## src/rtl/iob_pulse_handshake_pkg.sv

```systemverilog
// Shared definitions for the pulse-handshake request side: FSM state encoding
// and default parameter values.
package iob_pulse_handshake_pkg;

  typedef enum logic [1:0] {
    IDLE    = 2'd0,
    REQ     = 2'd1,
    RELEASE = 2'd2
  } state_e;

  localparam int SYNC_STAGES_DEF = 2;
  localparam int CNT_W_DEF       = 4;

endpackage

```

## src/rtl/iob_pulse_handshake_tx_if.sv

```systemverilog
// Event/handshake bundle between the source-domain logic and the request side.
// The master modport is the request side; slave is its user and the remote acknowledger.
interface iob_pulse_handshake_tx_if
  import iob_pulse_handshake_pkg::*;
#(
  parameter int CNT_W = CNT_W_DEF
) ();

  logic             cke_i;
  logic             pulse_i;
  logic             ack_i;
  logic             req_o;
  logic             busy_o;
  logic [CNT_W-1:0] pending_o;
  logic             done_o;
  logic             ovf_o;

  modport master (
    input  cke_i, pulse_i, ack_i,
    output req_o, busy_o, pending_o, done_o, ovf_o
  );

  modport slave (
    output cke_i, pulse_i, ack_i,
    input  req_o, busy_o, pending_o, done_o, ovf_o
  );

endinterface

```

## src/rtl/iob_sync.sv

```systemverilog
// Multi-flop synchronizer for a single asynchronous bit, with clock enable.
// Reset clears the whole chain, so a stale remote level reappears STAGES edges later.
module iob_sync
  import iob_pulse_handshake_pkg::*;
#(
  parameter int STAGES = SYNC_STAGES_DEF
) (
  input  logic clk_i,
  input  logic arst_i,
  input  logic cke_i,
  input  logic d,
  output logic q
);

  logic [STAGES-1:0] chain_q;

  // NOTE: sequential state is always assigned with <= so every flop samples
  // the pre-edge value of its neighbour; = here would collapse the chain.
  always_ff @(posedge clk_i or posedge arst_i) begin
    if (arst_i) begin
      chain_q <= '0;
    end else if (cke_i) begin
      chain_q <= {chain_q[STAGES-2:0], d};
    end
  end

  assign q = chain_q[STAGES-1];

endmodule

```

## src/rtl/iob_pulse_handshake_tx.sv

```systemverilog
// Request side of a four-phase pulse-transfer handshake: turns event pulses into
// a held req level, queues events that arrive mid-handshake in a saturating counter.
module iob_pulse_handshake_tx
  import iob_pulse_handshake_pkg::*;
#(
  parameter int SYNC_STAGES = SYNC_STAGES_DEF,
  parameter int CNT_W       = CNT_W_DEF
) (
  input logic                      clk_i,
  input logic                      arst_i,
  iob_pulse_handshake_tx_if.master bus
);

  localparam logic [CNT_W-1:0] CNT_MAX = '1;

  state_e           state_q, state_d;
  logic [CNT_W-1:0] pending_q, pending_d;
  logic             req_q, req_d;
  logic             busy_q, busy_d;
  logic             done_q, done_d;
  logic             ovf_q, ovf_d;
  logic             ack_s;
  logic             inc, dec, sat;

  iob_sync #(
    .STAGES(SYNC_STAGES)
  ) u_ack_sync (
    .clk_i (clk_i),
    .arst_i(arst_i),
    .cke_i (bus.cke_i),
    .d     (bus.ack_i),
    .q     (ack_s)
  );

  // NOTE: every signal driven here gets a default before the case statement,
  // so no path leaves a value unassigned and no latch is inferred.
  always_comb begin
    state_d = state_q;
    inc     = 1'b0;
    dec     = 1'b0;
    done_d  = 1'b0;

    case (state_q)
      IDLE: begin
        // A pulse taken straight into REQ is consumed without touching the counter.
        if (!ack_s && (bus.pulse_i || pending_q != '0)) begin
          state_d = REQ;
          dec     = !bus.pulse_i;
        end else begin
          inc = bus.pulse_i;
        end
      end
      REQ: begin
        inc = bus.pulse_i;
        if (ack_s) state_d = RELEASE;
      end
      RELEASE: begin
        inc = bus.pulse_i;
        if (!ack_s) begin
          done_d = 1'b1;
          if (pending_q != '0) begin
            state_d = REQ;
            dec     = 1'b1;
          end else begin
            state_d = IDLE;
          end
        end
      end
      default: state_d = IDLE;
    endcase

    sat       = (pending_q == CNT_MAX);
    ovf_d     = inc && !dec && sat;
    pending_d = pending_q;
    if (inc && !dec && !sat) begin
      pending_d = pending_q + 1'b1;
    end else if (dec && !inc) begin
      pending_d = pending_q - 1'b1;
    end

    req_d  = (state_d == REQ);
    busy_d = (state_d != IDLE);
  end

  always_ff @(posedge clk_i or posedge arst_i) begin
    if (arst_i) begin
      state_q   <= IDLE;
      pending_q <= '0;
      req_q     <= 1'b0;
      busy_q    <= 1'b0;
      done_q    <= 1'b0;
      ovf_q     <= 1'b0;
    end else if (bus.cke_i) begin
      state_q   <= state_d;
      pending_q <= pending_d;
      req_q     <= req_d;
      busy_q    <= busy_d;
      done_q    <= done_d;
      ovf_q     <= ovf_d;
    end
  end

  assign bus.req_o     = req_q;
  assign bus.busy_o    = busy_q;
  assign bus.pending_o = pending_q;
  assign bus.done_o    = done_q;
  assign bus.ovf_o     = ovf_q;

endmodule

```

## src/flat_wrapper.sv

```systemverilog
// flat-port wrapper written by rule: the top's interface ports become plain ports
module iob_pulse_handshake_tx_flat import iob_pulse_handshake_pkg::*;
#(
  parameter int SYNC_STAGES = SYNC_STAGES_DEF,
  parameter int CNT_W       = CNT_W_DEF
)
  (clk_i, arst_i, bus_cke_i, bus_pulse_i, bus_ack_i, bus_req_o, bus_busy_o, bus_pending_o, bus_done_o, bus_ovf_o);
  iob_pulse_handshake_tx_if #(.CNT_W(CNT_W)) bus_i ();
  input logic clk_i;
  input logic arst_i;
  input wire logic [$bits(bus_i.cke_i)-1:0] bus_cke_i;
  input wire logic [$bits(bus_i.pulse_i)-1:0] bus_pulse_i;
  input wire logic [$bits(bus_i.ack_i)-1:0] bus_ack_i;
  output wire logic [$bits(bus_i.req_o)-1:0] bus_req_o;
  output wire logic [$bits(bus_i.busy_o)-1:0] bus_busy_o;
  output wire logic [$bits(bus_i.pending_o)-1:0] bus_pending_o;
  output wire logic [$bits(bus_i.done_o)-1:0] bus_done_o;
  output wire logic [$bits(bus_i.ovf_o)-1:0] bus_ovf_o;
  assign bus_i.cke_i = bus_cke_i;
  assign bus_i.pulse_i = bus_pulse_i;
  assign bus_i.ack_i = bus_ack_i;
  assign bus_req_o = bus_i.req_o;
  assign bus_busy_o = bus_i.busy_o;
  assign bus_pending_o = bus_i.pending_o;
  assign bus_done_o = bus_i.done_o;
  assign bus_ovf_o = bus_i.ovf_o;
  iob_pulse_handshake_tx #(.SYNC_STAGES(SYNC_STAGES), .CNT_W(CNT_W)) u_core (.clk_i(clk_i), .arst_i(arst_i), .bus(bus_i));
endmodule
```

## config.mk

```make
export PLATFORM = sky130hd
export DESIGN_NAME = iob_pulse_handshake_tx_flat
export DESIGN_NICKNAME = d
export VERILOG_FILES = /design/src/rtl/iob_pulse_handshake_pkg.sv /design/src/rtl/iob_pulse_handshake_tx_if.sv /design/src/rtl/iob_sync.sv /design/src/rtl/iob_pulse_handshake_tx.sv /design/src/flat_wrapper.sv
export SDC_FILE = /design/constraint.sdc
export NUM_CORES = 1
export LEC_CHECK = 0
export ABC_AREA = 1
export ABC_CLOCK_PERIOD_IN_PS = 2500
export BUFFER_PORTS_ARGS = -buffer_cell sky130_fd_sc_hd__buf_2
export CORE_UTILIZATION = 50
export CTS_CLUSTER_DIAMETER = 50
export DETAILED_ROUTE_END_ITERATION = 6
export GPL_ROUTABILITY_DRIVEN = 0
export PLACE_DENSITY = 0.82
export SLEW_MARGIN = 15
export SYNTH_ARGS = -nofsm -noshare
export SYNTH_HDL_FRONTEND = slang
export SYNTH_SLANG_ARGS = --single-unit
```

## constraint.sdc

```tcl
create_clock -name clk_i -period 2.5 [get_ports clk_i]
set_input_delay 0.5 -clock clk_i [delete_from_list [all_inputs] [get_ports clk_i]]
set_output_delay 0.5 -clock clk_i [all_outputs]
set_load 0.01 [all_outputs]
```

* Yosys cells after proc, flatten, opt, wreduce, memory -nomap -nowiden
Index checks and enable logic that the tools add are counted.
** Storage, ports and cells
- Bits in registers :: 12
- Input port bits :: 5
** Operators by class
- Eq/ne operators :: 4
- Multiplexer cells :: 15
- Reduce and logical (&&, ||, !) cells :: 17
- Add/subtract/negate cells :: 2
** Operators by type and width (number)
- 4-bit 2-to-1 mux :: 2
- 1-bit 2-to-1 mux :: 7
- 2-bit 2-to-1 mux :: 3
- 2-bit case mux with 3 select lines :: 1
- 1-bit logical AND :: 5
- 1-bit zero test :: 5
- 4-bit by 1-bit adder with 4-bit output, second input constant :: 1
- 2-bit by 1-bit == test with 1-bit output, second input constant :: 2
- 4-bit == test, second input constant :: 1
- 1-bit case mux with 2 select lines :: 2
- 2-bit nonzero test :: 2
- 4-bit nonzero test :: 1
- 4-bit by 1-bit subtractor with 4-bit output, second input constant :: 1
- 2-bit == test, second input constant :: 1
- 2-bit zero test :: 1
- 2-bit AND reduction :: 1
- 2-bit OR reduction :: 1
- 1-bit logical OR :: 1

* Depth between registers and ports, before layout
Gate-level depths: netlist of the first run.
- Depth in word-level cells :: 10
- Mapped depth :: 15

* By module
A second synthesis of the first run with hierarchy kept.
** Second synthesis, totals
- Cells, all modules :: 96
- Area, all modules :: 774.5 µm²
** By module, submodules not included
- iob_pulse_handshake_tx :: cells each 86, instances 1, seq. area each 250.2 µm², area an instance 694.4 µm²
- iob_sync :: cells each 10, instances 1, seq. area each 50.0 µm², area an instance 80.1 µm²

* Worst setup path after synthesis of the first run
No wires, ideal clock.
- Path type :: register to register
- From :: register u_core.state_q[0]
- To :: register u_core.pending_q[3] (netlist: u_core.bus.pending_o[3])
- Buffers on the path :: 0
- Cell stages (with the launch flop) :: 14
- Period minus slack after synthesis :: 2.166 ns
- Arrival time :: 2.046 ns
- Path slack :: 0.334 ns
- Data required time :: 2.380 ns
- Cell sequence :: dfrtp_1 inv_1 ha_1 a21oi_1 nor2_4 nand4_4 ha_1 nand2_1 nand2_1 a31oi_1 inv_1 xor2_1 nand3_1 nand2_1
** Between the ends
- Word-level cells in the longest chain between the ends :: 7
- Elaborated cells between the ends (all ways) :: 14
- Those cells by class :: 2 x eq/ne; 3 x mux; 9 x reduce/logical
** Ends and longest elaborated chain
- start, declared :: line iob_pulse_handshake_tx.sv:16 : state_e state_q, state_d;
- start signal, assigned :: line iob_pulse_handshake_tx.sv:94 : state_q <= state_d;
- 2-bit by 1-bit == test with 1-bit output (tied with other cells) :: line iob_pulse_handshake_tx.sv:43 : case (state_q)
- 2-bit OR reduction (no source line) or 1-bit case mux with 2 select lines (tied branches)
- 1-bit case mux with 2 select lines or 1-bit zero test (tied branches) :: line iob_pulse_handshake_tx.sv:43, iob_pulse_handshake_tx.sv:75
- 1-bit zero test or 1-bit logical AND (tied branches) :: line iob_pulse_handshake_tx.sv:77, iob_pulse_handshake_tx.sv:75
- 1-bit logical AND, on equally long branches :: line iob_pulse_handshake_tx.sv:77, iob_pulse_handshake_tx.sv:75
- 2-bit nonzero test (no source line)
- 2-bit AND reduction (no source line)
- end signal, assigned :: line iob_pulse_handshake_tx.sv:95 : pending_q <= pending_d;
- end, declared :: line iob_pulse_handshake_tx.sv:17 : logic [CNT_W-1:0] pending_q, pending_d;
Several ways; a longest one is shown, not always the timed one.
A chain may end at the register's enable or synchronous reset.

* Worst setup path after layout of the first run
Ends and elaborated chain as after synthesis.

==> impl_metrics.toml, run 1 <==
[cells_and_area]
final_cell_mix = "nand2_1, inv_1, buf_2, dfrtp_1, o21ai_0"
drive_above_1_share_pct = 26.96
final_common_cell = "nand2_1"
fillers = 126
utilization_pct = 63.12
area_delta_synth_final_pct = 17.10
num_antenna_cells = 0
num-nets-final = 129
layout.cells.non_filler = 131
regArea_um2 = 300.3
multi_input_area_um2 = 471.7

[timing]
finalCritPeriodShare_pct = 87.92
finalHoldViolCount = 0
layout_min_cycle_time_ns = 2.198
drv_slew = 0
finalSetupViolCount = 0
tightest_slew_ns = 0.4433
rsz0062_at_grt = "false"
worst_clock_skew_ns = 0.004865
fmax_ghz = 0.4550
worst_slack_ns = 0.3020
tns_ns = 0
relSlewSlack_pct = 70.42

[floorplanning]
coreArea_um2 = 1506
initial_utilization_pct = 53.90
chipWidth_um = 42.30
die_y_um = 42.30
rows = 14
die_area_um2 = 1789
pin_count = 13

[synthesis]
synth_nets = 110
synth-adder-area-share_pct = 11.71
synth.area.mux_share_pct = 0
synth_area_um2 = 812.0
synth_top_family_by_area = "simple AND/OR/NAND/NOR gates"
ys_warn_count = 0
synth-compound-area-share_pct = 10.94
ys_ff_latch = 12
synthCells = 98
syn_avg_cell_area_um2 = 8.286
ys_seq_area_share_pct = 36.98
synth_xor_area_share_pct = 3.236
yosys.area_share.simple_pct = 29.58
yosysUniqueCellTypes = 23

[grt]
grt_pass1_wl_um = 2539
first_global_vias = 602
overflow = 0
grt_max_degree = 13
antenna_found_initial = 0
grt.total_usage_pct = 18.69

[clocking]
cts-root-buf = "clkbuf_4"
cts_tree = "done"
clkSinkCount = 12
clock_path_buffers = 2
clk_latency_ns = 0.27
h-tree-depth = 1
numCtsBuffers = 3
clk_pin_slew_ns = 0.07

[setup_path]
required_ns = 2.67
startpoint_type = "flop"
slowest_delay_ns = 0.41
cp_slowest_cell = "dfrtp_1"
arrival_ns = 2.36
worstSetupPathType = "flop to flop"
path_max_fanout = 5
cp-end-kind = "flop"
path_cells = "inv_1, ha_1, inv_1, nor2_1, nand2_4, nand4_4, ha_4, nand2_1, nand2_1, a31oi_2, inv_1, nand2_1, nand2_1, o21bai_2, nand2_1"
crit_top_cell = "nand2_1"

[power]
peakVddDrop_mv = 0.6180
p_leak_nw = 0.5024
p_int_w = 0.0006511
finalPower_w = 0.001228
power.switching_w = 0.0005768
power.density_nw_per_um2 = 1291
pwr-share-clk_pct = 9.5
comb_power_share_pct = 61.6
switching_share_pct = 46.98
p_seq_share_pct = 28.9

[detailed_routing]
wl_met1_um = 677
routed-wl-met2_um = 683
routed-wl-met3_um = 58
routed_wl_um = 1452
routedWlPerCell_um = 11.08
dr.pass1.iters = 4
top_layer_used = "met4"
drtIter0Drc = 10
vias_per_cell = 5.282
dr_total_vias = 692
drc = 0
antenna_left = 0

[placed_design]
dp.cells = 126
numPortBuffers = 12
dp_slack_ns = 0.07576
dp_hpwl_um = 1142

[outcome]
status = "complete, no violations"

[job]
maxCapViolCount = 0

[worst_hold_path]
hp-class = "input pin to asynchronous set/reset pin"
[per-layer routing]
layer / vias up / global-route usage (%)
met5: - / 0
met4: 0 / 9.375
met3: 5 / 2.586
met2: 19 / 27.69
met1: 321 / 26.76
li1: 347 / -
[cell usage after synthesis]
library cell	instances	share of area, %
o21ai_0	7	4.3
fa_1	1	2.5
a21oi_1	3	1.8
clkinv_2	1	0.62
nand2_2	2	1.5
nand3_1	3	1.8
a31oi_1	1	0.77
nand4_1	1	0.77
xnor2_1	2	2.2
o21ai_2	1	1.1
nand2_1	28	13
nor2_4	1	1.4
nand2_4	2	2.8
ha_1	6	9.2
o21bai_2	1	1.4
nor2_2	1	0.77
nor2_1	5	2.3
inv_1	15	6.9
nand4_4	2	5.2
o31ai_1	1	0.92
dfrtp_1	12	37
xor2_1	1	1.1
o21ai_1	1	0.62
[state kept, by name, indices dropped and copies added (netlist names)]
signal and flops:
u_core.bus.pending_o 4, u_core.state_q 2, u_core.u_ack_sync.chain_q 2, u_core.bus.busy_o 1, u_core.bus.done_o 1, u_core.bus.ovf_o 1, u_core.bus.req_o 1
[worst max-delay path, delay by kind of cell, from the launching register on]
family                     cells  cell delay (ns)
DFF                            1             0.41
and+or+nand+nor                8             0.75
AOI/OAI and AO/OA              2             0.27
adders and majority gates      2             0.41
buffers and inverters          3             0.27
[power groups by stage]
stage	logic, W	clock network [W]	registers [W]
global route	0.000864	0.000126	0.000369
floorplan	0.000517	0	0.000367
detailed placement	0.000689	0	0.000353
CTS	0.000693	0.000120	0.000350
global placement	0.000662	0	0.000351
finish	0.000756	0.000117	0.000355
[per-stage QoR]
step	hold WS [ns]	instance area [µm²]
2_1_floorplan	0.3647	812.0
3_3_place_gp	0.4532	892.1
3_5_place_dp	0.4597	892.1
4_1_cts	0.2266	914.6
5_1_grt	0.2554	950.9
6_report	0.2135	950.9
[path summary, 6_finish.rpt]
check	slack, ns	start	cells after the start	end
worst max-delay path	0.30	u_core.state_q[0]	15	u_core.bus.pending_o[3]
worst min-delay path	0.21	arst_i	2	u_core.bus.pending_o[1]
worst max register to register	0.30	u_core.state_q[0]	15	u_core.bus.pending_o[3]
worst min register to register	0.48	u_core.u_ack_sync.chain_q[0]	2	u_core.u_ack_sync.chain_q[0]
max in group asynchronous	1.98	arst_i	2	u_core.state_q[0]
min in group clk_i	0.43	bus_ack_i	3	u_core.u_ack_sync.chain_q[0]
[layout make-up]
cell class                 instances  share of cell area [%]
inverter                          16                   6.447
clock buffer                       3                   2.368
multi-input combinational         70                   49.61
sequential                        12                   31.58
timing repair buffer              14                   7.895
tap                               16                   2.105
[what timing repair did]
action	CTS	global route
resized for setup	0	3
hold buffers	0	0
endpoints found under the setup margin	0	1
setup buffers	0	2
[logic make-up (layout without fill, tap and decap cells)]
logic type,count (synthesis),in the layout
XOR/XNOR,3,3
AO/OA/AOI/OAI,15,15
flip-flops,12,12
buffers and inverters,16,33
adder cells (fa/ha/maj),7,7
AND/OR/NAND/NOR,45,45
Power figures use the tool's default switching activity.
==> inputs of run 2 (changes only) <==
--- a/config.mk
+++ b/config.mk
@@ -8,11 +8,12 @@
 export ABC_AREA = 1
 export ABC_CLOCK_PERIOD_IN_PS = 2500
 export BUFFER_PORTS_ARGS = -buffer_cell sky130_fd_sc_hd__buf_2
-export CORE_UTILIZATION = 50
-export CTS_CLUSTER_DIAMETER = 50
+export CELL_PAD_IN_SITES_DETAIL_PLACEMENT = 1
+export CELL_PAD_IN_SITES_GLOBAL_PLACEMENT = 1
+export CORE_UTILIZATION = 40
 export DETAILED_ROUTE_END_ITERATION = 6
 export GPL_ROUTABILITY_DRIVEN = 0
-export PLACE_DENSITY = 0.82
+export PLACE_DENSITY = 0.86
 export SLEW_MARGIN = 15
 export SYNTH_ARGS = -nofsm -noshare
 export SYNTH_HDL_FRONTEND = slang
==> impl_metrics.toml, run 2 (synthesis results as in run 1) <==
[timing]
finalSetupViolCount = 0
fin_hold_ws_ns = 0.2123
finalHoldViolCount = 0
fmax_ghz = 0.4272
layout_min_cycle_time_ns = 2.341
finalCritPeriodShare_pct = 93.64
rsz0062_at_grt = "false"
worst_slack_ns = 0.1589
drv_slew = 0
tns_ns = 0
tightest_slew_ns = 0.4697
relSlewSlack_pct = 68.66
worst_clock_skew_ns = 0.01077

[setup_path]
worstSetupEndpoint = "u_core.bus.pending_o[3]"
cp-startpoint = "u_core.state_q[1]"
path_buf_inv = 2
arrival_ns = 2.52
r2r-start = "u_core.state_q[1]"
slowest_delay_ns = 0.44
r2r_cells = 14
path_cells = "inv_2, ha_2, a21oi_1, nor2_4, nand4_4, ha_1, nand2_1, nand2_1, a31oi_2, inv_1, nand2_1, nand2_1, o21bai_2, nand2_1"
startpoint_type = "flop"
r2r-end = "u_core.bus.pending_o[3]"
cp-end-kind = "flop"
crit_cells = 14
worstSetupPathType = "flop to flop"
reg2reg_slack_ns = 0.16
crit_top_cell = "nand2_1"
path_max_fanout = 4
required_ns = 2.68
cp_slowest_cell = "dfrtp_1"
crit_family = "simple AND/OR/NAND/NOR gates"

[cells_and_area]
num-nets-final = 128
num_antenna_cells = 0
area_delta_synth_final_pct = 16.02
multi_input_area_um2 = 459.2
final_cell_mix = "nand2_1, inv_1, buf_2, dfrtp_1, o21ai_0"
regArea_um2 = 300.3
fillers = 244
layout.cells.non_filler = 139
largest_register_ffs = 4
drive_above_1_share_pct = 27.19
final_common_cell = "nand2_1"

[grt]
antenna_found_initial = 0
grt_max_degree = 13
grt_pass1_wl_um = 3222
overflow = 0
first_global_vias = 719
grt.total_usage_pct = 21.79

[detailed_routing]
vias_per_cell = 4.993
dr_total_vias = 694
antenna_left = 0
drc = 0
routedWlPerCell_um = 13.88
dr.pass1.iters = 4
routed_wl_um = 1929
drtIter0Drc = 9

[clocking]
clk_latency_ns = 0.28
clock_path_buffers = 2
clkSinkCount = 12
cts_tree = "done"
ctsHoldBuffers = 0
numCtsBuffers = 3
clk_pin_slew_ns = 0.08
h-tree-depth = 1
cts-root-buf = "clkbuf_4"

[power]
p_int_w = 0.0006284
finalPower_w = 0.001247
p_leak_nw = 0.4964
power.switching_w = 0.0006185
switching_share_pct = 49.60
comb_power_share_pct = 61.2
power.density_nw_per_um2 = 1323
pwr-share-clk_pct = 10.0
p_seq_share_pct = 28.8
peakVddDrop_mv = 0.6574

[job]
maxCapViolCount = 0

[floorplanning]
die_area_um2 = 2214
die_y_um = 47.06
initial_utilization_pct = 44.60
pin_count = 13
rows = 15
coreArea_um2 = 1821
chipWidth_um = 47.06

[outcome]
status = "complete, no violations"

[placed_design]
dp_hpwl_um = 1529
dp.cells = 136
dp_slack_ns = 0.0003590
numPortBuffers = 12

[worst_hold_path]
hp-class = "input pin to asynchronous set/reset pin"
## run 2: cell count changes in the layout (fill, tap and decap cells not counted)
cell   change
buf_4      -1
ha_1       +1
ha_4       -1
inv_1      -2
inv_2      +2
## run 2: layout make-up
type,count,area share (%)
multi-input cells,70,48.74
repair buffers,13,7.171
clock buffers,3,2.390
inverters,16,6.507
flip-flops and latches,12,31.87
well taps,25,3.320
## run 2: how the worst min path moves through the flow
stage	endpoint	slack, ns	depth (start not counted)
detailed placement	u_core.u_ack_sync.chain_q[0]	0.46	2
global route	u_core.bus.done_o	0.28	2
CTS	u_core.bus.done_o	0.22	2
global placement	u_core.u_ack_sync.chain_q[0]	0.46	2
floorplan	u_core.bus.busy_o	0.36	1
finish	u_core.bus.done_o	0.21	2
## run 2: power groups by stage
stage | Sequential [W] | Combinational [W] | Clock, W
detailed placement | 0.000360 | 0.000740 | 0
finish | 0.000360 | 0.000763 | 0.000124
global placement | 0.000350 | 0.000684 | 0
CTS | 0.000357 | 0.000752 | 0.000124
global route | 0.000368 | 0.000851 | 0.000131
floorplan | 0.000367 | 0.000517 | 0
## run 2: metal layers
metal  vias to the layer above  GRT usage, %  share of wire [%]
met5                         -             0                  0
met4                         0         6.857                1.0
met3                         3         4.615                4.0
met2                        14         36.39                 49
met1                       336         28.33                 46
li1                        341             -                  -
## run 2: metrics by stage
stage                     instance area [µm²]  util, %
after detailed placement                910.9    50.03
after CTS                               935.9    51.41
final                                   942.2    51.75
after global routing                    942.2    51.75
after floorplan                         812.0        -
after global placement                  910.9    50.03
## run 2: repair_timing
item / 4_1_cts / 5_1_grt
setup endpoints to repair: 1 / 1
setup buffers: 0 / 0
gates resized for setup: 1 / 3
cloned: 0 / 0
==> inputs of run 3 (changes only) <==
--- a/config.mk
+++ b/config.mk
@@ -7,7 +7,7 @@
 export LEC_CHECK = 0
 export ABC_AREA = 1
 export ABC_CLOCK_PERIOD_IN_PS = 2500
-export BUFFER_PORTS_ARGS = -buffer_cell sky130_fd_sc_hd__buf_2
+export BUFFER_PORTS_ARGS = -buffer_cell sky130_fd_sc_hd__buf_4
 export CELL_PAD_IN_SITES_DETAIL_PLACEMENT = 1
 export CELL_PAD_IN_SITES_GLOBAL_PLACEMENT = 1
 export CORE_UTILIZATION = 40
==> impl_metrics.toml, run 3 (synthesis results as in run 1) <==
[setup_path]
startpoint_type = "flop"
arrival_ns = 2.56
cp-end-kind = "flop"
worstSetupPathType = "flop to flop"
required_ns = 2.68
path_max_fanout = 6

[timing]
layout_min_cycle_time_ns = 2.377
fmax_ghz = 0.4208
tightest_slew_ns = 0.4706
finalCritPeriodShare_pct = 95.07
relSlewSlack_pct = 68.59
tns_ns = 0
worst_clock_skew_ns = 0.006708
drv_slew = 0
finalSetupViolCount = 0
finalHoldViolCount = 0
fin_hold_ws_ns = 0.2243

[cells_and_area]
area_delta_synth_final_pct = 23.27
final_common_cell = "nand2_1"
final_cell_mix = "nand2_1, inv_1, buf_4"
num-nets-final = 128
layout.cells.non_filler = 140
num_antenna_cells = 0
largest_register_ffs = 4
drive_above_1_share_pct = 27.83

[detailed_routing]
routed-wl-met3_um = 113
dr.pass1.iters = 4
wl_met1_um = 988
antenna_left = 0
drtIter0Drc = 14
routedWlPerCell_um = 15.90
drc = 0
vias_per_cell = 5.143
top_layer_used = "met4"
dr_total_vias = 720
routed_wl_um = 2226
routed-wl-met2_um = 1031

[grt]
grt_pass1_wl_um = 3381
first_global_vias = 710
antenna_found_initial = 0
grt.total_usage_pct = 22.56
overflow = 0
grt_max_degree = 13

[placed_design]
numPortBuffers = 12
dp.cells = 136
dp_hpwl_um = 1565

[clocking]
clk_latency_ns = 0.28
clk_pin_slew_ns = 0.08
cts_tree = "done"
cts-root-buf = "clkbuf_4"
clock_path_buffers = 2
clkSinkCount = 12
numCtsBuffers = 3
h-tree-depth = 1

[floorplanning]
rows = 15
coreArea_um2 = 1821
die_area_um2 = 2214
pin_count = 13
chipWidth_um = 47.06
initial_utilization_pct = 44.60
die_y_um = 47.06

[power]
finalPower_w = 0.001362
peakVddDrop_mv = 0.7388
p_leak_nw = 0.5119
power.density_nw_per_um2 = 1361

[job]
maxCapViolCount = 0

[outcome]
status = "complete, no violations"

[worst_hold_path]
hp-class = "input pin to asynchronous set/reset pin"
## run 3: changes by cell type in the layout (fill, tap and decap cells not counted)
cell,change
ha_4,+1
nor2_1,-1
ha_1,-1
nor2_2,+1
clkbuf_8,+1
inv_1,+2
buf_2,-12
buf_4,+12
inv_2,-2
## run 3: cell type report
class	count	area (µm²)
Inverter	16	61.31
Clock buffer	4	36.28
Fill cell	229	819.5
Sequential cell	12	300.3
Timing Repair Buffer	13	97.59
Tap cell	25	31.28
Multi-Input combinational cell	70	474.2
## run 3: metal layers
| metal | global-route usage, % | vias up |
|---|---|---|
| li1 | - | 345 |
| met1 | 31.81 | 343 |
| met2 | 34.72 | 22 |
| met3 | 5.000 | 10 |
| met4 | 6.857 | 0 |
| met5 | 0 | - |
## run 3: path summary, 6_finish.rpt
check	start	end	slack (ns)	cells after the start
setup reg to reg	u_core.state_q[0]	u_core.bus.pending_o[3]	0.12	14
max in group asynchronous	arst_i	u_core.bus.pending_o[0]	1.95	2
setup / recovery	u_core.state_q[0]	u_core.bus.pending_o[3]	0.12	14
min in group clk_i	bus_ack_i	u_core.u_ack_sync.chain_q[0]	0.42	3
hold / removal	arst_i	u_core.bus.pending_o[1]	0.22	2
hold reg to reg	u_core.u_ack_sync.chain_q[0]	u_core.u_ack_sync.chain_q[0]	0.50	2
## run 3: where the power goes
part	switching [W]	internal [W]
clock network	0.0000713	0.0000887
registers	0.000101	0.000267
logic	0.000481	0.000353
total	0.000653	0.000709
## run 3: through the flow
step | util [%] | instance area [µm²] | setup WS [ns]
6_report | 54.98 | 1001 | 0.1233
5_1_grt | 54.98 | 1001 | -0.02781
4_1_cts | 53.68 | 977.2 | 0.01555
3_5_place_dp | 51.68 | 940.9 | 0.04081
3_3_place_gp | 51.68 | 940.9 | 0.2431
2_1_floorplan | - | 812.0 | 0.3341
## run 3: worst max-delay path, stage by stage (launching register included)
cell      delay, ns
dfrtp_1        0.43
inv_1          0.14
ha_2           0.23
a21oi_1        0.11
nor2_4         0.14
nand4_4        0.18
ha_4           0.28
nand2_1        0.06
nand2_1        0.08
a31oi_2        0.20
inv_1          0.10
nand2_1        0.10
nand2_1        0.07
o21bai_2       0.11
nand2_1        0.06
## run 3: repair_timing
| action | CTS | global route |
|---|---|---|
| resized for setup | 0 | 4 |
| hold buffers | 0 | 0 |
| endpoints found under the hold margin | 0 | 0 |
| endpoints found under the setup margin | 0 | 1 |
| buffers inserted | 0 | 0 |
